## config.mk

```make
export PLATFORM = sky130hd
export DESIGN_NAME = md_unit
export DESIGN_NICKNAME = d
export VERILOG_FILES = /design/src/rtl/md_unit.sv
export SDC_FILE = /design/constraint.sdc
export NUM_CORES = 1
export LEC_CHECK = 0
export ABC_AREA = 0
export CAP_MARGIN = 5
export CORE_MARGIN = 2
export CORE_UTILIZATION = 57
export DETAILED_ROUTE_END_ITERATION = 8
export PLACE_DENSITY = 0.81
export SETUP_SLACK_MARGIN = 0.5
export SKIP_CTS_REPAIR_TIMING = 1
export SYNTH_ARGS = -nofsm -noshare
export SYNTH_HDL_FRONTEND = slang
export SYNTH_SLANG_ARGS = --single-unit
```

## constraint.sdc

```tcl
create_clock -name clka -period 5.9 [get_ports clka]
set_input_delay 1.475 -clock clka [delete_from_list [all_inputs] [get_ports clka]]
set_output_delay 1.475 -clock clka [all_outputs]
set_load 0.05 [all_outputs]
```

## src/rtl/md_unit.sv

```systemverilog
// rtl/md_unit.sv - iterative MULT/MULTU/DIV/DIVU unit with HI/LO registers
module md_unit #(
  parameter  int WIDTH = 32,
  localparam int CNT_W = $clog2(WIDTH + 1)
) (
  input  logic             clka,
  input  logic             rst,
  input  logic             start,
  input  logic [1:0]       op,
  input  logic [WIDTH-1:0] a,
  input  logic [WIDTH-1:0] b,
  input  logic             flush,
  input  logic             wr_hi,
  input  logic             wr_lo,
  input  logic [WIDTH-1:0] wdata,
  output logic             busy,
  output logic             done,
  output logic             div_zero,
  output logic [WIDTH-1:0] hi,
  output logic [WIDTH-1:0] lo
);

  typedef enum logic [1:0] {S_IDLE, S_RUN, S_FIX} state_e;

  state_e           state_q, state_d;
  logic [CNT_W-1:0] cnt_q, cnt_d;
  logic             is_div_q, is_div_d;
  logic             neg_res_q, neg_res_d;   // product / quotient sign
  logic             neg_rem_q, neg_rem_d;   // remainder follows dividend sign
  logic             dz_q, dz_d;
  logic [WIDTH-1:0] opnd_q, opnd_d;         // multiplicand or divisor magnitude
  logic [WIDTH-1:0] acc_hi_q, acc_hi_d;     // partial product high / remainder
  logic [WIDTH-1:0] acc_lo_q, acc_lo_d;     // multiplier / dividend-quotient shifter
  logic [WIDTH-1:0] hi_q, hi_d;
  logic [WIDTH-1:0] lo_q, lo_d;
  logic             done_q, done_d;
  logic             div_zero_q, div_zero_d;

  logic             a_neg, b_neg;
  logic [WIDTH-1:0] abs_a, abs_b;
  logic [WIDTH:0]   mul_sum;
  logic [WIDTH:0]   div_sh, div_diff;
  logic [2*WIDTH-1:0] prod, prod_fix;
  logic [WIDTH-1:0] quo_fix, rem_fix;

  // Operand magnitudes and per-iteration datapath terms
  always_comb begin
    a_neg    = ~op[0] & a[WIDTH-1];
    b_neg    = ~op[0] & b[WIDTH-1];
    abs_a    = a_neg ? -a : a;
    abs_b    = b_neg ? -b : b;
    mul_sum  = {1'b0, acc_hi_q} + (acc_lo_q[0] ? {1'b0, opnd_q} : {(WIDTH+1){1'b0}});
    div_sh   = {acc_hi_q, acc_lo_q[WIDTH-1]};
    div_diff = div_sh - {1'b0, opnd_q};
    prod     = {acc_hi_q, acc_lo_q};
    prod_fix = neg_res_q ? -prod : prod;
    quo_fix  = neg_res_q ? -acc_lo_q : acc_lo_q;
    rem_fix  = neg_rem_q ? -acc_hi_q : acc_hi_q;
  end

  // Next-state and datapath update for IDLE / RUN / FIX
  always_comb begin
    state_d    = state_q;
    cnt_d      = cnt_q;
    is_div_d   = is_div_q;
    neg_res_d  = neg_res_q;
    neg_rem_d  = neg_rem_q;
    dz_d       = dz_q;
    opnd_d     = opnd_q;
    acc_hi_d   = acc_hi_q;
    acc_lo_d   = acc_lo_q;
    hi_d       = hi_q;
    lo_d       = lo_q;
    done_d     = 1'b0;
    div_zero_d = 1'b0;
    case (state_q)
      S_IDLE: begin
        if (start && !flush) begin
          state_d   = S_RUN;
          cnt_d     = '0;
          is_div_d  = op[1];
          neg_res_d = a_neg ^ b_neg;
          neg_rem_d = a_neg;
          dz_d      = op[1] && (b == '0);
          acc_hi_d  = '0;
          opnd_d    = op[1] ? abs_b : abs_a;
          acc_lo_d  = op[1] ? abs_a : abs_b;
        end else if (!start) begin
          if (wr_hi) hi_d = wdata;
          if (wr_lo) lo_d = wdata;
        end
      end
      S_RUN: begin
        if (flush) begin
          state_d = S_IDLE;
          cnt_d   = '0;
        end else begin
          if (is_div_q) begin
            // Restoring step: keep the trial subtraction only if it did not borrow
            if (!div_diff[WIDTH]) begin
              acc_hi_d = div_diff[WIDTH-1:0];
              acc_lo_d = {acc_lo_q[WIDTH-2:0], 1'b1};
            end else begin
              acc_hi_d = div_sh[WIDTH-1:0];
              acc_lo_d = {acc_lo_q[WIDTH-2:0], 1'b0};
            end
          end else begin
            // Shift-add step: carry out of the add re-enters at the top
            acc_hi_d = mul_sum[WIDTH:1];
            acc_lo_d = {mul_sum[0], acc_lo_q[WIDTH-1:1]};
          end
          cnt_d = cnt_q + CNT_W'(1);
          if (cnt_q == CNT_W'(WIDTH - 1)) state_d = S_FIX;
        end
      end
      S_FIX: begin
        state_d = S_IDLE;
        cnt_d   = '0;
        if (!flush) begin
          done_d = 1'b1;
          if (dz_q) begin
            div_zero_d = 1'b1;
          end else if (is_div_q) begin
            hi_d = rem_fix;
            lo_d = quo_fix;
          end else begin
            hi_d = prod_fix[2*WIDTH-1:WIDTH];
            lo_d = prod_fix[WIDTH-1:0];
          end
        end
      end
      default: state_d = S_IDLE;
    endcase
  end

  // State and datapath registers, cleared asynchronously
  always_ff @(posedge clka or negedge rst) begin
    if (!rst) begin
      state_q    <= S_IDLE;
      cnt_q      <= '0;
      is_div_q   <= 1'b0;
      neg_res_q  <= 1'b0;
      neg_rem_q  <= 1'b0;
      dz_q       <= 1'b0;
      opnd_q     <= '0;
      acc_hi_q   <= '0;
      acc_lo_q   <= '0;
      hi_q       <= '0;
      lo_q       <= '0;
      done_q     <= 1'b0;
      div_zero_q <= 1'b0;
    end else begin
      state_q    <= state_d;
      cnt_q      <= cnt_d;
      is_div_q   <= is_div_d;
      neg_res_q  <= neg_res_d;
      neg_rem_q  <= neg_rem_d;
      dz_q       <= dz_d;
      opnd_q     <= opnd_d;
      acc_hi_q   <= acc_hi_d;
      acc_lo_q   <= acc_lo_d;
      hi_q       <= hi_d;
      lo_q       <= lo_d;
      done_q     <= done_d;
      div_zero_q <= div_zero_d;
    end
  end

  assign busy     = (state_q != S_IDLE);
  assign done     = done_q;
  assign div_zero = div_zero_q;
  assign hi       = hi_q;
  assign lo       = lo_q;

endmodule

```

==> results.sh, run 1 <==
export IMPL_cp_required_ns=6.24
export IMPL_die_area_um2=28100
export IMPL_crit_arrival_ns=4.85
export IMPL_netlist_instances=2016
export IMPL_path_buf_inv=2
export IMPL_crit_start="acc_lo_q[31]"
export IMPL_met2_usage_pct=58.0
export IMPL_antenna_diode_count=0
export IMPL_avgSynthCellArea_um2=7.58
export IMPL_hold_start="lo[22]"
export IMPL_path_cells="inv_1 > ha_1 > fa_1 > nor2b_1 > o31a_1 > o21ai_1 > a31oi_2 > a21oi_1 > o211a_2 > a311oi_2 > a211o_1 > buf_4 > mux2_1 > o221ai_1"
export IMPL_worst_setup_path_end_kind="flop"
export IMPL_synth_main_ff_cell="dfrtp_1"
export IMPL_maxSlewHeadroom_pct=21.2
export IMPL_busiest_layer="met2"
export IMPL_crit_type="flop to flop"
export IMPL_grt_remaining_overflow=0
export IMPL_numClockSinks=174
export IMPL_num_io_pins=171
export IMPL_final_max_slew_viol_count=0
export IMPL_cts_max_level=4
export IMPL_drive_gt1_share_pct=4.12
export IMPL_synthTopCellsByCount="nor2_1, nand2_1, a21oi_1"
export IMPL_ys_seq_elements=174
export IMPL_gp_congestion=1.03
export IMPL_final_antenna_net_count=0
export IMPL_grt_usage_pct=37.4
export IMPL_tns_ns=0
export IMPL_regArea_um2=4360
export IMPL_synth_seq_area_share_pct=28.5
export IMPL_cts_max_path_buffers=2
export IMPL_fin_skew_ns=0.0208
export IMPL_final_cell_area_um2=17700
export IMPL_clk_pin_slew_worst_paths_ns=0.07
export IMPL_min_period_ns=4.51
export IMPL_dp_hpwl_mm=40.0
export IMPL_die_h_um=168
export IMPL_multi_input_area_um2=10200
export IMPL_first_iter_violations=1928
export IMPL_power_density_nw_per_um2=457
export IMPL_grt_pass1_vias=15000
export IMPL_grt_max_degree=127
export IMPL_synthMostInstantiatedCell="nor2_1"
export IMPL_cp_max_fo=32
export IMPL_grtUsageMet1_pct=49.8
export IMPL_path_delay_family="compound AO/OA/AOI/OAI gates"
export IMPL_n_fill_cell=2171
export IMPL_cts_root_buf="clkbuf_16"
export IMPL_layout_area_overhead_vs_synth_pct=15.8
export IMPL_maxCapViolations=0
export IMPL_p_total_mw=8.10
export IMPL_ys_types=75
export IMPL_synth_edf_count=0
export IMPL_worstMarginPinSlew_ns=1.18
export IMPL_initial_utilization_pct=58.3
export IMPL_cpPeakStageDelay_ns=0.52
export IMPL_async_reset_ff_share_pct=100
export IMPL_power_leakage_nw=7.36
export IMPL_vias=15900
export IMPL_hold_viol_final=0
export IMPL_antenna_found_initial=0
export IMPL_via_per_inst=6.48
export IMPL_hold_class="flop to flop"
export IMPL_grt_pass1_wl_mm=82.7
export IMPL_cts_buffers_inserted=17
export IMPL_rsz0062_at_grt="no"
export IMPL_fin_crit_sh_pct=76.5
export IMPL_synth_nets=2191
export IMPL_synth_top_area_share_pct=28.5
export IMPL_synth_area_leaders="dfrtp_1, a21oi_1, o21ai_0"
export IMPL_rows=59
export IMPL_crit_reg2reg_launch="acc_lo_q[31]"
export IMPL_routedWlPerCell_um=21.6
export IMPL_netlist_area_um2=15300
export IMPL_max_freq_mhz=222
export IMPL_setup_viol=0
export IMPL_route_detailed_drc=0
export IMPL_status="finished clean"
export IMPL_worstSetupStartpointType="flop"
export IMPL_core_area_um2=26200
export IMPL_port_buffer_count=170
export IMPL_die_x_um=168
export IMPL_fin_nets=2274
export IMPL_first_pass_iters=6
export IMPL_vdd_drop_max_mv=0.379
export IMPL_wl_mm=52.8
export IMPL_clock_latency_ns=0.46
export IMPL_cts_tree="done"
export IMPL_slowest_stage="dfrtp_1"
export IMPL_place_area_um2=17100
export IMPL_yosys_warnings=0
export IMPL_synth_top_area_cell="dfrtp_1"
export IMPL_grt_use_met3_pct=7.35
-- cells in the final DEF (no fill, tap or decap), drive strengths merged, types with 11 or more instances in the layout --
cell / Yosys / routed
nor2b: 16 / 16
a22oi: 25 / 25
dfrtp: 174 / 174
a21o: 30 / 30
o31ai: 59 / 59
nor3: 40 / 40
nor2: 254 / 254
mux2i: 57 / 57
o21ai: 203 / 203
nand4: 11 / 11
or3: 30 / 30
o211ai: 12 / 12
nand2: 219 / 219
xnor2: 96 / 96
or4: 18 / 18
a31oi: 14 / 14
o41ai: 12 / 12
clkbuf: 101 / 19
buf: 21 / 18
a21oi: 200 / 200
nand2b: 19 / 19
nor4: 18 / 18
inv: 61 / 68
xor2: 72 / 72
clkdlybuf4s50: 0 / 168
ha: 69 / 69
and2: 11 / 11
nand3: 35 / 35
a211oi: 21 / 21
o21a: 13 / 13
-- final cells by class --
class / instances / share of cell area, %
clock buffer: 19 / 2.56
timing repair buffer: 186 / 10.4
inverter: 62 / 1.31
tap: 335 / 2.37
multi-input combinational: 1658 / 57.9
sequential: 174 / 24.6
clock inverter: 13 / 0.926
-- kinds of logic (layout without fill, tap and decap cells) --
group | count (synthesis) | count (layout) | synth area share [%]
mux | 63 | 63 | 4.17
compound gates | 658 | 658 | 26.4
buf+inv | 184 | 280 | 4.59
fa+ha+maj | 71 | 71 | 5.91
xor+xnor | 168 | 168 | 9.63
flops | 174 | 174 | 28.5
simple gates | 698 | 698 | 20.8
-- registers in the layout, summed over array words and instances (netlist names) --
signal / cells
hi: 32
acc_hi_q: 32
div_zero: 1
cnt_q: 6
opnd_q: 32
dz_q: 1
acc_lo_q: 32
state_q: 2
is_div_q: 1
neg_res_q: 1
neg_rem_q: 1
done: 1
lo: 32
-- worst paths after layout --
| path | slack, ns | to | depth (start not counted) |
|---|---|---|---|
| min in group asynchronous | 0.99 | lo[17] | 1 |
| max in group asynchronous | 3.85 | is_div_q | 2 |
| setup reg to reg | 1.39 | acc_hi_q[0] | 14 |
| hold reg to reg | 0.48 | lo[22] | 2 |
| setup / recovery | 1.39 | acc_hi_q[0] | 14 |
| hold / removal | 0.48 | lo[22] | 2 |
-- stage by stage --
stage          utilization [%]  setup WS, ns  hold WS (ns)  instances
2_1_floorplan                -          2.03         0.442       2016
3_3_place_gp              65.2          1.25         0.458       2415
3_5_place_dp              65.2          1.14         0.467       2415
4_1_cts                   67.6          1.55         0.484       2447
5_1_grt                   67.6          1.15         0.506       2447
6_report                  67.6          1.39         0.480       2447
-- tightest hold or removal path: cells and delay by family, from the launching register on --
kind | cells | cell delay [ns]
DFF | 1 | 0.35
AOI/OAI and AO/OA | 1 | 0.05
and+or+nand+nor | 1 | 0.05
-- where the power goes --
part / leakage, nW / switching (mW) / internal, mW / total [mW]
combinational: 4.90 / 2.96 / 1.85 / 4.81
sequential: 2.16 / 0.583 / 1.48 / 2.07
clock: 0.305 / 0.591 / 0.632 / 1.22
-- routing by layer --
metal,routed length (um),up-vias
met1,21800,7390
li1,-,7392
met2,22900,913
met4,2820,0
met3,5190,166
met5,0,-
Power figures use the tool's default switching activity.
==> run 2: changes to the inputs <==
clock period = 4.4 ns   (was 5.9 ns; I/O delays follow)
==> run 2 against run 1 <==
Final area grew 2.2%. Critical path type unchanged. Setup slack lost 0.76 ns. Flip-flop and latch count is the same. Worst hold slack lost 0.0012 ns. Die area is the same. Routed wire length grew 1.7%.
==> results.sh, run 2 (synthesized netlist as in run 1, its figures left out) <==
export IMPL_gp_congestion=0.990
export IMPL_final_common_cell="nor2_1"
export IMPL_numClockSinks=174
export IMPL_dp_cells=2448
export IMPL_vias=16200
export IMPL_cts_max_path_buffers=2
export IMPL_fin_skew_ns=0.0193
export IMPL_grt_remaining_overflow=0
export IMPL_cts_max_level=4
export IMPL_rows=59
export IMPL_cp_required_ns=4.73
export IMPL_cts_buffers_inserted=17
export IMPL_die_area_um2=28100
export IMPL_crit_arrival_ns=4.11
export IMPL_first_pass_iters=6
export IMPL_power_leakage_nw=7.55
export IMPL_first_iter_violations=1974
export IMPL_grt_pass1_wl_mm=82.5
export IMPL_power_density_nw_per_um2=616
export IMPL_worst_setup_path_end_kind="flop"
export IMPL_fin_cells=2483
export IMPL_cts_root_buf="clkbuf_16"
export IMPL_setup_viol=0
export IMPL_wl_mm=53.7
export IMPL_layout_area_overhead_vs_synth_pct=18.4
export IMPL_worstMarginPinSlew_ns=1.04
export IMPL_clk_pin_slew_worst_paths_ns=0.07
export IMPL_maxCapViolations=0
export IMPL_multi_input_area_um2=10300
export IMPL_rsz0062_at_grt="yes"
export IMPL_num_io_pins=171
export IMPL_final_cell_area_um2=18100
export IMPL_grt_max_degree=87
export IMPL_post_route_util_pct=69.1
export IMPL_crit_type="flop to flop"
export IMPL_maxSlewHeadroom_pct=30.5
export IMPL_port_buffer_count=170
export IMPL_cts_tree="done"
export IMPL_initial_utilization_pct=58.3
export IMPL_antenna_diode_count=0
export IMPL_min_period_ns=3.78
export IMPL_hold_class="flop to flop"
export IMPL_tns_ns=0
export IMPL_hold_viol_final=0
export IMPL_final_antenna_net_count=0
export IMPL_routedWlPerCell_um=21.6
export IMPL_max_freq_mhz=265
export IMPL_via_per_inst=6.51
export IMPL_worstSetupStartpointType="flop"
export IMPL_regArea_um2=4360
export IMPL_n_fill_cell=2219
export IMPL_dp_hpwl_mm=40.6
export IMPL_final_max_slew_viol_count=0
export IMPL_drive_gt1_share_pct=6.42
export IMPL_place_area_um2=17300
export IMPL_grt_pass1_vias=15000
export IMPL_route_detailed_drc=0
export IMPL_cp_max_fo=16
export IMPL_vdd_drop_max_mv=0.359
export IMPL_grt_usage_pct=37.3
export IMPL_fin_crit_sh_pct=85.9
export IMPL_status="finished clean"
export IMPL_core_area_um2=26200
export IMPL_fin_nets=2310
export IMPL_die_h_um=168
export IMPL_holdWs_ns=0.479
export IMPL_mostFrequentLayoutCells="nor2_1, nand2_1, a21oi_1"
export IMPL_clock_latency_ns=0.46
export IMPL_die_x_um=168
export IMPL_antenna_found_initial=1
run 2: final cells by class:
type | count | share of cell area [%]
Tap cell | 335 | 2.32
Sequential cell | 174 | 24.1
Inverter | 62 | 1.31
Clock inverter | 14 | 0.906
Clock buffer | 18 | 2.37
Timing Repair Buffer | 222 | 11.9
Multi-Input combinational cell | 1658 | 57.2
run 2: worst max-delay path, stage by stage, from the launching register on:
cell and delay [ns]:
dfrtp_1 0.35, inv_1 0.10, ha_1 0.24, fa_2 0.38
nor2b_2 0.17, o31a_1 0.18, o21ai_1 0.13, a31oi_2 0.25
a21oi_2 0.13, o211a_4 0.31, a31o_2 0.33, a211o_2 0.39
clkbuf_16 0.23, o211a_1 0.14, o31ai_1 0.31
run 2: metrics by stage:
step	total power, mW	worst slack (ns)
2_1_floorplan	7.17	0.906
3_3_place_gp	9.05	0.184
3_5_place_dp	9.17	0.145
4_1_cts	10.8	0.433
5_1_grt	11.8	0.457
6_report	11.2	0.622
run 2: final timing paths:
path	start	to	slack [ns]	cells past startpoint
max	acc_lo_q[31]	acc_hi_q[3]	0.62	14
min	cnt_q[5]	cnt_q[5]	0.48	1
max reg2reg	acc_lo_q[31]	acc_hi_q[3]	0.62	14
min reg2reg	cnt_q[5]	cnt_q[5]	0.48	1
max in group asynchronous	rst	hi[25]	2.66	2
min in group asynchronous	rst	lo[17]	0.73	1
run 2: power by group:
group / internal [mW] / switching, mW
clock network: 0.767 / 0.805
registers: 1.99 / 0.654
logic: 2.71 / 4.23
run 2: layer usage:
layer | global-route usage (%) | vias to the layer above | wire (um)
li1 | - | 7461 | -
met1 | 50.5 | 7576 | 22100
met2 | 58.0 | 937 | 23500
met3 | 6.48 | 187 | 5190
met4 | 18.4 | 0 | 2890
met5 | 0 | - | 0
